File: src/rtl/fifo_stream_reader.sv
// fifo_stream_reader: drains a FIFO pop interface into a valid/ready stream through a 2-entry buffer.
// Optional macro FIFO_READER_STATS_EN adds o_starve_cycles (saturating count of cycles ready but not valid).
module fifo_stream_reader #(
    parameter int WORD_LENGTH  = 8,
    parameter int READ_LATENCY = 0,
    parameter int COUNT_WIDTH  = 16
) (
    input  logic                   i_clk,
    input  logic                   i_reset,
    input  logic [WORD_LENGTH-1:0] i_fifo_data,
    input  logic                   i_fifo_empty,
    output logic                   o_fifo_read_en,
    output logic [WORD_LENGTH-1:0] o_data,
    output logic                   o_valid,
    input  logic                   i_ready,
    input  logic                   i_flush,
    output logic [COUNT_WIDTH-1:0] o_count
`ifdef FIFO_READER_STATS_EN
    ,
    output logic [COUNT_WIDTH-1:0] o_starve_cycles
`endif
);
    typedef enum logic [1:0] {EMPTY = 2'd0, ONE = 2'd1, TWO = 2'd2} occ_t;
    occ_t state, state_n;
    logic inflight, pop_out, capture;
    logic [1:0] load, after;
    logic [WORD_LENGTH-1:0] head, tail, head_n, tail_n;
    // occupancy register
    always_ff @(posedge i_clk) begin
        if (i_reset) state <= EMPTY;
        else state <= state_n;
    end
    // occupancy after this edge's transfer and capture; flush empties the buffer
    always_comb begin
        state_n = i_flush ? EMPTY : occ_t'(2'(state) - 2'(pop_out) + 2'(capture));
    end
    // stream outputs, credit-checked pop request, and buffer write steering
    always_comb begin
        o_valid        = state != EMPTY;
        o_data         = head;
        pop_out        = o_valid && i_ready;
        load           = 2'(state) + 2'(inflight) - 2'(pop_out);
        o_fifo_read_en = !i_reset && !i_flush && !i_fifo_empty && load < 2'd2;
        capture        = (READ_LATENCY == 1) ? inflight : o_fifo_read_en;
        after          = 2'(state) - 2'(pop_out);
        head_n         = (capture && after == 2'd0) ? i_fifo_data : pop_out ? tail : head;
        tail_n         = (capture && after == 2'd1) ? i_fifo_data : tail;
    end
    // buffer entries and the one-deep in-flight marker for registered-read FIFOs
    always_ff @(posedge i_clk) begin
        if (i_reset) begin
            head     <= '0;
            tail     <= '0;
            inflight <= 1'b0;
        end else begin
            inflight <= (READ_LATENCY == 1) && o_fifo_read_en;
            if (!i_flush) begin
                head <= head_n;
                tail <= tail_n;
            end
        end
    end
    // delivered-word counter; a transfer coinciding with flush is not counted
    always_ff @(posedge i_clk) begin
        if (i_reset) o_count <= '0;
        else if (pop_out && !i_flush) o_count <= o_count + 1'b1;
    end
`ifdef FIFO_READER_STATS_EN
    // saturating count of cycles the consumer waited on an empty buffer
    always_ff @(posedge i_clk) begin
        if (i_reset || i_flush) o_starve_cycles <= '0;
        else if (i_ready && !o_valid && !(&o_starve_cycles)) o_starve_cycles <= o_starve_cycles + 1'b1;
    end
`endif
endmodule

File: config.mk
export PLATFORM = sky130hd
export DESIGN_NAME = fifo_stream_reader
export DESIGN_NICKNAME = d
export VERILOG_FILES = /design/src/rtl/fifo_stream_reader.sv
export SDC_FILE = /design/constraint.sdc
export NUM_CORES = 1
export LEC_CHECK = 0
export ABC_AREA = 1
export BUFFER_PORTS_ARGS = -buffer_cell sky130_fd_sc_hd__buf_2
export CAP_MARGIN = 20
export CELL_PAD_IN_SITES_DETAIL_PLACEMENT = 0
export CELL_PAD_IN_SITES_GLOBAL_PLACEMENT = 1
export CORE_ASPECT_RATIO = 1.1
export CORE_UTILIZATION = 33
export CTS_CLUSTER_DIAMETER = 30
export CTS_CLUSTER_SIZE = 40
export DETAILED_ROUTE_END_ITERATION = 12
export PLACE_DENSITY_LB_ADDON = 0.1
export SLEW_MARGIN = 20
export SYNTH_ARGS = -nofsm -noshare
export SYNTH_HDL_FRONTEND = slang
export SYNTH_SLANG_ARGS = --single-unit
File: constraint.sdc
create_clock -name i_clk -period 1.5 [get_ports i_clk]
set_input_delay 0.15 -clock i_clk [delete_from_list [all_inputs] [get_ports i_clk]]
set_output_delay 0.15 -clock i_clk [all_outputs]
set_load 0.01 [all_outputs]
======== After elaboration in Yosys (flattened, before gate mapping) ========
Index checks and enable logic that the tools add are counted.
storage, ports and cells
  bits in registers ....................... 34
  input port bits ......................... 13
  output and inout bits ................... 26
operators by class
  add/sub/neg operators ................... 3
  magnitude comparators ................... 1
  equal/unequal tests ..................... 1
  muxes and demuxes ....................... 2
  bitwise operators ....................... 1
  reduce and logical (&&, ||, !) cells .... 16
operators with widths
  kind                   count
  $add 16x1->16 const B  1
  $mux 8                 2
  $logic_and 1x1->1      7
  $reduce_and 2->1       2
  $reduce_bool 2->1      2
  $logic_not 1->1        3
  $add 2x1->2            1
  $eq 2x1->1 const B     1
  $logic_not 2->1        1
  $lt 2x2->1 const B     1
  $reduce_or 2->1        1
  $sub 2x1->2            1
  $not 1->1              1

======== Depth between registers and ports, before layout ========
Gate-level depths: netlist of the first run.
  depth after elaboration ................. 8
  gate-level depth with buffers ........... 14
  depth with buffers taken out ............ 13

======== Least setup slack after synthesis of the first run ========
Ideal clock, no wire load.
  path type ............................... reg-to-reg
  start point ............................. register state[1]
  end point ............................... register state[0]
  data arrival time ....................... 1.548 ns
  setup slack ............................. -0.161 ns
  stages on the path, launching flop included .. 14
  buffers on the path ..................... 1
  cell sequence ........................... dfxtp_1 inv_2 nand2_2 nand2_1 inv_1 ha_1 inv_1 nand2_1 nand2_1 and2_4 buf_6 ha_1 inv_1 nor2_1
on the way
  word-level cells in the longest chain between the ends .. 6
RTL lines
  item                    RTL line  source
  start, declared         24        occ_t state, state_n;
  start signal, assigned  31        else state <= state_n;
  $reduce_bool 2->1       39        o_valid = state != EMPTY;
  via o_valid             14        output logic o_valid,
  $logic_and 1x1->1       41        pop_out = o_valid && i_ready;
  $sub 2x1->2             42        load = 2'(state) + 2'(inflight) - 2'(pop_out);
  $lt 2x2->1              43        o_fifo_read_en = !i_reset && !i_flush && !i_fifo_empty && load < 2'd2;
  $logic_and 1x1->1       43
  via o_fifo_read_en      12        output logic o_fifo_read_en,
  $add 2x1->2             35        state_n = i_flush ? EMPTY : occ_t'(2'(state) - 2'(pop_out) + 2'(capture));
The timed path passes the listed nets, and every way through them passes these cells.
A chain may end at the register's enable or synchronous reset.

======== Worst setup path after layout of the first run ========
  start point ............................. register state[1]
  end point ............................... output o_fifo_read_en
on the way
  word-level cells in the longest chain between the ends .. 5
RTL lines
  item                 RTL line
  $reduce_bool 2->1    39
  $logic_and 1x1->1    41
  $sub 2x1->2 *        42
  $lt 2x2->1 *         43
  $logic_and 1x1->1 *  43
  end, declared        12
Mark *: on every way between the ends. The rest lies on a longest branch, timed or not.

==> summary.md, run 1 <==
| Metric | Value |
|---|---|
| Outcome | `finished with violations` |
| Failing checks | `setup timing` |
| HP Start | `i_fifo_data[2]` |
| Worst Hold Endpoint | `tail[2]` |
| WHS Path Cells | `3` |
| Initial antenna violation count | `0` |
| Reg2reg setup slack | `-60 ps` |
| Later-pin clock latency in the skew report | `280 ps` |
| Setup crit start kind | `flop` |
| # Max-Cap Violations | `0` |
| PD cells | `roughly 810 nW/um^2` |
| Final Max Slew Viols | `0` |
| Vias in the first global route | `~1600` |
| Cts bufs inserted | `5` |
| Total Neg Setup Slack | `-574 ps` |
| Yosys warning count | `0` |
| Synthesis-stage register bit count | `34` |
| Worst-margin pin slew | `~340 ps` |
| Peak Freq | `around 0.63 GHz` |
| Max-slew headroom | `~77%` |
| Period utilization | `105%` |
| Syn nets | `about 260` |
| Dpl cell area | `around 2100 sq um` |
| Crit-path max FO | `5` |
| Syn avg cell area | `~7 sq um` |
| Initial core utilization | `about a third` |
| Footprint of the multi-input gates | `approximately 1100 sq um` |
| # DRC | `0` |
| Leak pwr | `1.10 nW` |
| Vias | `about 1800` |
| Total Power | `slightly above 2 mW` |
| Global route overflow | `0` |
| Htree depth | `2` |
| Routability congestion estimate | `roughly 0.75` |
| DP Worst Slack | `-79.2 ps` |
| Hold Violations, Final | `0` |
| Mapped Area | `~1700 sq um` |
| Die area | `5440 sq um` |
| Final min period | `1580 ps` |
| Input/output buffers | `38` |
| Core region area | `around 5000 sq um` |
| Critical Path End Type | `output port` |
| FILL cells | `520` |
| Detailed Routing Iterations Pass 1 | `4` |
| Area growth from synthesis to layout | `46.4%` |
| Chip height | `77.3 um` |
| WL/cell | `12.2 um` |
| First-pass GRT wire length | `7.60 mm` |
| Post-DRT Antenna Nets | `0` |
| Top cell type's share of synthesized area | `40.0%` |
| Unrepaired setup endpoints after global routing | `yes` |
| Mapped Cells | `between 200 and 250` |
| Setup violations, final | `17` |
| Clock buffer depth | `2` |
| Final Skew | `approximately 2.3 ps` |
| Register area share after synthesis | `40.0%` |
| Root Buffer | `clkbuf_8` |
| Ports | `39` |
| Tightest Hold Check Type | `input port to flop` |
| Placement Rows | `27` |
| Drt via density | `4.74` |
| Final instance area | `2490 sq um` |
| Die Wd | `a little over 70 um` |
| Layout Nets | `between 300 and 400` |
| Antenna Cells | `0` |
| Peak supply drop | `roughly 380 uV` |
| CP cell instances | `inv_2 -> nand2_4 -> nand2_2 -> inv_2 -> ha_4 -> inv_2 -> nand2_2 -> nand2_4 -> and2_4 -> buf_6` |
| Synth area leader | `dfxtp_1` |
| Share of layout cells above drive strength 1 | `between 40 and 50%` |
| Critical path's largest stage delay | `330 ps` |
| Clk slew on worst S/H paths | `about 70 ps` |
| DRT iter0 DRCs | `between 70 and 80` |
| Worst R2R End | `tail[1]` |
| CTS tree | `yes` |
| Most used cell, CP | `inv_2` |
| Crit path DAT | `about 1400 ps` |
| Seq. cell area | `roughly 700 sq um` |
| Number of library cell types mapped by synthesis | `24` |
| Routed WL | `around 4.5 mm` |
| Slowest cell on crit path | `dfxtp_2` |
| WS Path Type | `flop to output port` |
| TritonCTS Sinks | `34` |
| Largest net degree at the start of global routing | `23` |
| Synth area leaders | `dfxtp_1 40%, nand2_1 14%, nor2_1 9.1%` |
| FF-to-FF path depth | `13` |
| FF-to-FF Start | `state[1]` |
| Total GRT Usage | `17.6%` |
| Hpwl dp | `between 3 and 4 mm` |
| Setup WS post-layout | `-81.9 ps` |
| CP required | `about 1400 ps` |
worst max-delay path, delay by kind of cell, from the launching register on:
family / cells / cell delay, ps
buffers and inverters: 4 / 250
flip-flops: 1 / 330
adder cells (fa/ha/maj): 1 / 150
AND/OR/NAND/NOR: 5 / 410
layout by cell type, fill, tap and decap left out, types with 6 or more instances in the layout:
cell,netlist,routed
a21oi_1,15,7
buf_6,1,6
nand2_1,63,49
nand3_2,0,8
nand2_2,3,14
o21ai_0,11,7
dfxtp_1,34,32
buf_4,0,19
buf_2,2,37
nand3_1,15,7
a21oi_2,0,8
nor2_2,3,7
inv_1,19,15
inv_2,7,8
nand4_1,15,15
nor2_1,41,32
timing repair:
action | 4_1_cts | 5_1_grt
pin swaps | 10 | 15
hold buffers | 0 | 0
cloned | 2 | 0
gates resized for setup | 32 | 35
setup buffers | 10 | 3
endpoints found under the setup margin | 17 | 30
flip-flops by register name (all words and copies together), names as in the netlist:
name	count
state	2
tail	8
o_count	16
o_data	8
metrics by stage:
stage | cells | util [%] | hold slack, ps
2_1_floorplan | 247 | - | 314
5_1_grt | 371 | 50.1 | 133
3_3_place_gp | 349 | 41.3 | 451
4_1_cts | 368 | 47.1 | 144
3_5_place_dp | 349 | 41.3 | 449
6_report | 371 | 50.1 | 137
synthesized netlist by cell type:
library cell / count
dfxtp_1: 34
nand2_2: 3
clkbuf_1: 2
nand3_4: 2
inv_2: 7
buf_2: 2
nor2_8: 1
nor2_1: 41
xor2_1: 1
buf_6: 1
o21bai_1: 4
and2_4: 1
o21ai_1: 1
o21ai_0: 11
and3_1: 1
nand2_4: 1
nand2_1: 63
buf_1: 1
nand4_1: 15
nor2_2: 3
nand3_1: 15
a21oi_1: 15
ha_1: 3
inv_1: 19
cells by family after synthesis:
family | synth area share [%]
AO/OA/AOI/OAI | 9.71
adder cells (fa/ha/maj) | 2.21
XOR/XNOR | 0.515
buffers and inverters | 7.65
AND/OR/NAND/NOR | 39.9
flip-flops | 40.0
final cells by class:
cell class / count / share of cell area, %
Tap cell: 58 / 2.91
Sequential cell: 34 / 27.4
Clock buffer: 7 / 3.07
Multi-Input combinational cell: 183 / 45.0
Timing Repair Buffer: 62 / 15.9
Clock inverter: 1 / 1.21
Inverter: 26 / 4.52
layer usage:
| layer | GRT usage [%] | up-vias | wire [um] |
|---|---|---|---|
| li1 | - | 931 | - |
| met1 | 21.3 | 785 | 2090 |
| met2 | 30.7 | 34 | 2220 |
| met3 | 3.15 | 7 | 166 |
| met4 | 6.60 | 0 | 60 |
| met5 | 0 | - | 0 |
worst max path at each step:
| stage | startpoint | to | slack (ps) | cells past startpoint |
|---|---|---|---|---|
| 2_1_floorplan | state[1] | state[1] | -60 | 14 |
| 3_3_place_gp | state[1] | o_data[0] | -50 | 13 |
| 3_5_place_dp | state[1] | o_data[0] | -80 | 13 |
| 4_1_cts | state[1] | o_fifo_read_en | -50 | 10 |
| 5_1_grt | state[1] | o_fifo_read_en | -160 | 10 |
| 6_report | state[1] | o_fifo_read_en | -80 | 10 |
report_power, final:
part	total (mW)	leakage, nW	switching [mW]	internal [mW]
combinational	0.253	0.767	0.149	0.104
sequential	0.930	0.276	0.00893	0.921
clock	0.837	0.0524	0.340	0.497
Note: power is estimated with default switching activity, not from simulation.
==> run 2, diff against run 1 <==
--- a/config.mk
+++ b/config.mk
@@ -16,6 +16,7 @@
 export CTS_CLUSTER_SIZE = 40
 export DETAILED_ROUTE_END_ITERATION = 12
 export PLACE_DENSITY_LB_ADDON = 0.1
+export RECOVER_POWER = 50
 export SLEW_MARGIN = 20
 export SYNTH_ARGS = -nofsm -noshare
 export SYNTH_HDL_FRONTEND = slang
==> run 2 against run 1 <==
  * The run still ends with setup timing left
  * Maximum frequency barely moved
  * Final area fell by 1.0%
  * Largest cell class unchanged
  * Sequential share of layout area grew 0.28 points
  * Critical endpoint unchanged
  * Critical path depth unchanged
  * Sequential power is essentially flat
  * First-iteration DRC count is the same
==> summary.md, run 2 (synthesis gave the netlist of run 1 again) <==
| Metric | Value |
|---|---|
| WL/cell | `12.2 um (about the same)` |
| Net Sw Frac | `24.7% (was 24.6%)` |
| Finished Layout Cells | `371 (unchanged)` |
| Setup WS post-layout | `-81.2 ps (was -81.9 ps)` |
| Clk pwr share | `41.5% (was 41.4%)` |
| # DRC | `0 (unchanged)` |
| FF-to-FF Start | `state[1] (unchanged)` |
| Clk slew on worst S/H paths | `70 ps (about the same)` |
| Largest net degree at the start of global routing | `23 (unchanged)` |
| Worst path bufs/invs | `4 (unchanged)` |
| Final min period | `1580 ps (about the same)` |
| Outcome | `finished with violations (unchanged)` |
| Most used cell, CP | `inv_2 (unchanged)` |
| Final Core Density | `49.6% (was 50.1%)` |
| Crit path launch | `state[1] (unchanged)` |
| Max-slew headroom | `77.3% (was 77.2%)` |
| Drt via density | `4.75 (was 4.74)` |
| Final instance area | `2460 sq um (was 2490 sq um)` |
| Peak Freq | `0.632 GHz (about the same)` |
| Crit. path cell count | `10 (unchanged)` |
| FF-to-FF path depth | `13 (unchanged)` |
| Critical path's largest stage delay | `330 ps (about the same)` |
| Peak supply drop | `376 uV (was 382 uV)` |
| Top Family by Delay on Critical Path | `simple AND/OR/NAND/NOR gates (unchanged)` |
| Ports | `39 (unchanged)` |
| Most common cell after layout, fill and taps aside | `nand2_1 (unchanged)` |
| Crit-path max FO | `5 (unchanged)` |
| Critical Path End Type | `output port (unchanged)` |
| Failing checks | `setup timing (unchanged)` |
| CP cell instances | `inv_2 -> nand2_4 -> nand2_2 -> inv_2 -> ha_4 -> inv_2 -> nand2_2 -> nand2_4 -> and2_4 -> buf_6 (unchanged)` |
| Htree depth | `2 (unchanged)` |
| Chip height | `77.3 um (unchanged)` |
| Final Skew | `2.75 ps (was 2.25 ps)` |
| Final Max Slew Viols | `0 (unchanged)` |
| Dpl cell area | `2050 sq um (unchanged)` |
| Routed WL | `4.52 mm (was 4.53 mm)` |
| Root Buffer | `clkbuf_8 (unchanged)` |
| Area growth from synthesis to layout | `45.0% (was 46.4%)` |
| Core region area | `4970 sq um (unchanged)` |
| Layout Nets | `328 (unchanged)` |
| Total Power | `2.02 mW (about the same)` |
| WS Path Type | `flop to output port (unchanged)` |
| DRT iter0 DRCs | `74 (unchanged)` |
| TritonCTS Sinks | `34 (unchanged)` |
| Tightest Hold Check Type | `input port to flop (unchanged)` |
| Crit path DAT | `1430 ps (about the same)` |
| Die area | `5440 sq um (unchanged)` |
| CP required | `1350 ps (about the same)` |
| Antenna Cells | `0 (unchanged)` |
| Worst-margin pin slew | `341 ps (was 342 ps)` |
| Hold-fix buffers, CTS | `0 (unchanged)` |
| CTS tree | `yes (unchanged)` |
| Slowest cell on crit path | `dfxtp_2 (unchanged)` |
| Input/output buffers | `38 (unchanged)` |
| Register ranked first by flip-flop count | `o_count (unchanged)` |
| Placed cell count | `349 (unchanged)` |
| Worst R2R End | `tail[1] (unchanged)` |
| Initial antenna violation count | `0 (unchanged)` |
| CP endpoint | `o_fifo_read_en (unchanged)` |
| Largest register FFs | `16 (unchanged)` |
| Share of layout cells above drive strength 1 | `36.7% (was 43.1%)` |
| Reg2reg setup slack | `-60 ps (about the same)` |
| Sequential share of power | `46.2% (was 46.0%)` |
| Later-pin clock latency in the skew report | `280 ps (about the same)` |
| Leak pwr | `1.01 nW (was 1.10 nW)` |
| Initial core utilization | `34.2% (unchanged)` |
| Detailed Routing Iterations Pass 1 | `4 (unchanged)` |
| Period utilization | `105% (about the same)` |
| Unrepaired setup endpoints after global routing | `yes (unchanged)` |
| Routability congestion estimate | `0.755 (unchanged)` |
| DP Worst Slack | `-79.2 ps (unchanged)` |
| Vias | `1761 (was 1757)` |
| Post-DRT Antenna Nets | `0 (unchanged)` |
| Die Wd | `70.4 um (unchanged)` |
| Hpwl dp | `3.12 mm (unchanged)` |
| Combinational share of power | `12.4% (was 12.5%)` |
| Hold Violations, Final | `0 (unchanged)` |
| Clock buffer depth | `2 (unchanged)` |
| Highest-count cells in the layout ignoring fill and taps | `49 x nand2_1, 32 x nor2_1, 32 x dfxtp_1 (was 49 x nand2_1, 37 x buf_2, 32 x nor2_1, 32 x dfxtp_1, 19 x buf_4)` |
| PD cells | `818 nW/um^2 (was 811 nW/um^2)` |
| First-pass GRT wire length | `7.60 mm (unchanged)` |
| # Max-Cap Violations | `0 (unchanged)` |
| Setup violations, final | `17 (unchanged)` |
| P_int | `1.52 mW (about the same)` |
| Cts bufs inserted | `5 (unchanged)` |
| Global route overflow | `0 (unchanged)` |
| Total GRT Usage | `17.6% (unchanged)` |
| Sw Pwr | `497 uW (was 498 uW)` |
| Placement Rows | `27 (unchanged)` |
| Vias in the first global route | `1637 (unchanged)` |
| Setup crit start kind | `flop (unchanged)` |
run 2: cell count changes in the layout (fill, tap and decap cells not counted):
| cell | before | now |
|---|---|---|
| buf_2 | 37 | 17 |
| clkbuf_1 | 2 | 22 |
run 2: worst min path at each step:
stage                   startpoint  endpoint  slack (ps)  cells after the start
detailed placement  i_fifo_data[3]   tail[3]         450                      3
global placement    i_fifo_data[6]   tail[6]         450                      3
floorplan           i_fifo_data[0]   tail[0]         310                      2
finish              i_fifo_data[2]   tail[2]         140                      3
CTS                 i_fifo_data[1]   tail[1]         140                      3
global route        i_fifo_data[4]   tail[4]         130                      3
run 2: area by class of cell:
| class | instances | area, sq um |
|---|---|---|
| tap | 58 | 72.6 |
| sequential | 34 | 683 |
| fill | 526 | 2500 |
| inverter | 26 | 113 |
| clock buffer | 7 | 76.3 |
| multi-input combinational | 183 | 1120 |
| clock inverter | 1 | 30.0 |
| timing repair buffer | 62 | 370 |
run 2: worst reg2reg max path, cell delays in order, from the launching register on:
cell and delay (ps):
dfxtp_2 330, inv_2 70, nand2_4 50, nand2_2 50
inv_2 40, ha_4 150, inv_2 40, nand2_2 50
nand2_4 80, and2_4 180, buf_6 120, buf_6 130
nand3_2 70, a21oi_2 130
run 2: what timing repair did:
action / in CTS / in global routing
resized for setup: 32 / 35
cloned: 2 / 0
setup endpoints to repair: 17 / 30
setup buffers: 10 / 3
pin swaps: 10 / 15
run 2: through the flow:
stage / setup TNS [ps] / hold slack (ps)
finish: -557 / 137
global placement: -66.2 / 451
detailed placement: -428 / 449
global route: -2440 / 133
floorplan: -116 / 314
CTS: -182 / 144
run 2: power groups by stage:
stage / clock network, mW / registers (mW) / logic (mW)
finish: 0.836 / 0.930 / 0.249
global route: 0.903 / 0.932 / 0.273
CTS: 0.860 / 0.929 / 0.232
detailed placement: 0 / 0.950 / 0.188
global placement: 0 / 0.950 / 0.188
floorplan: 0 / 0.957 / 0.106
run 2: layer usage:
layer / GRT usage, % / part of all wire [%] / wire length (um)
met5: 0 / 0 / 0
met3: 3.15 / 4.0 / 181
met1: 21.3 / 46 / 2060
met2: 30.7 / 49 / 2210
met4: 6.60 / 1.3 / 60
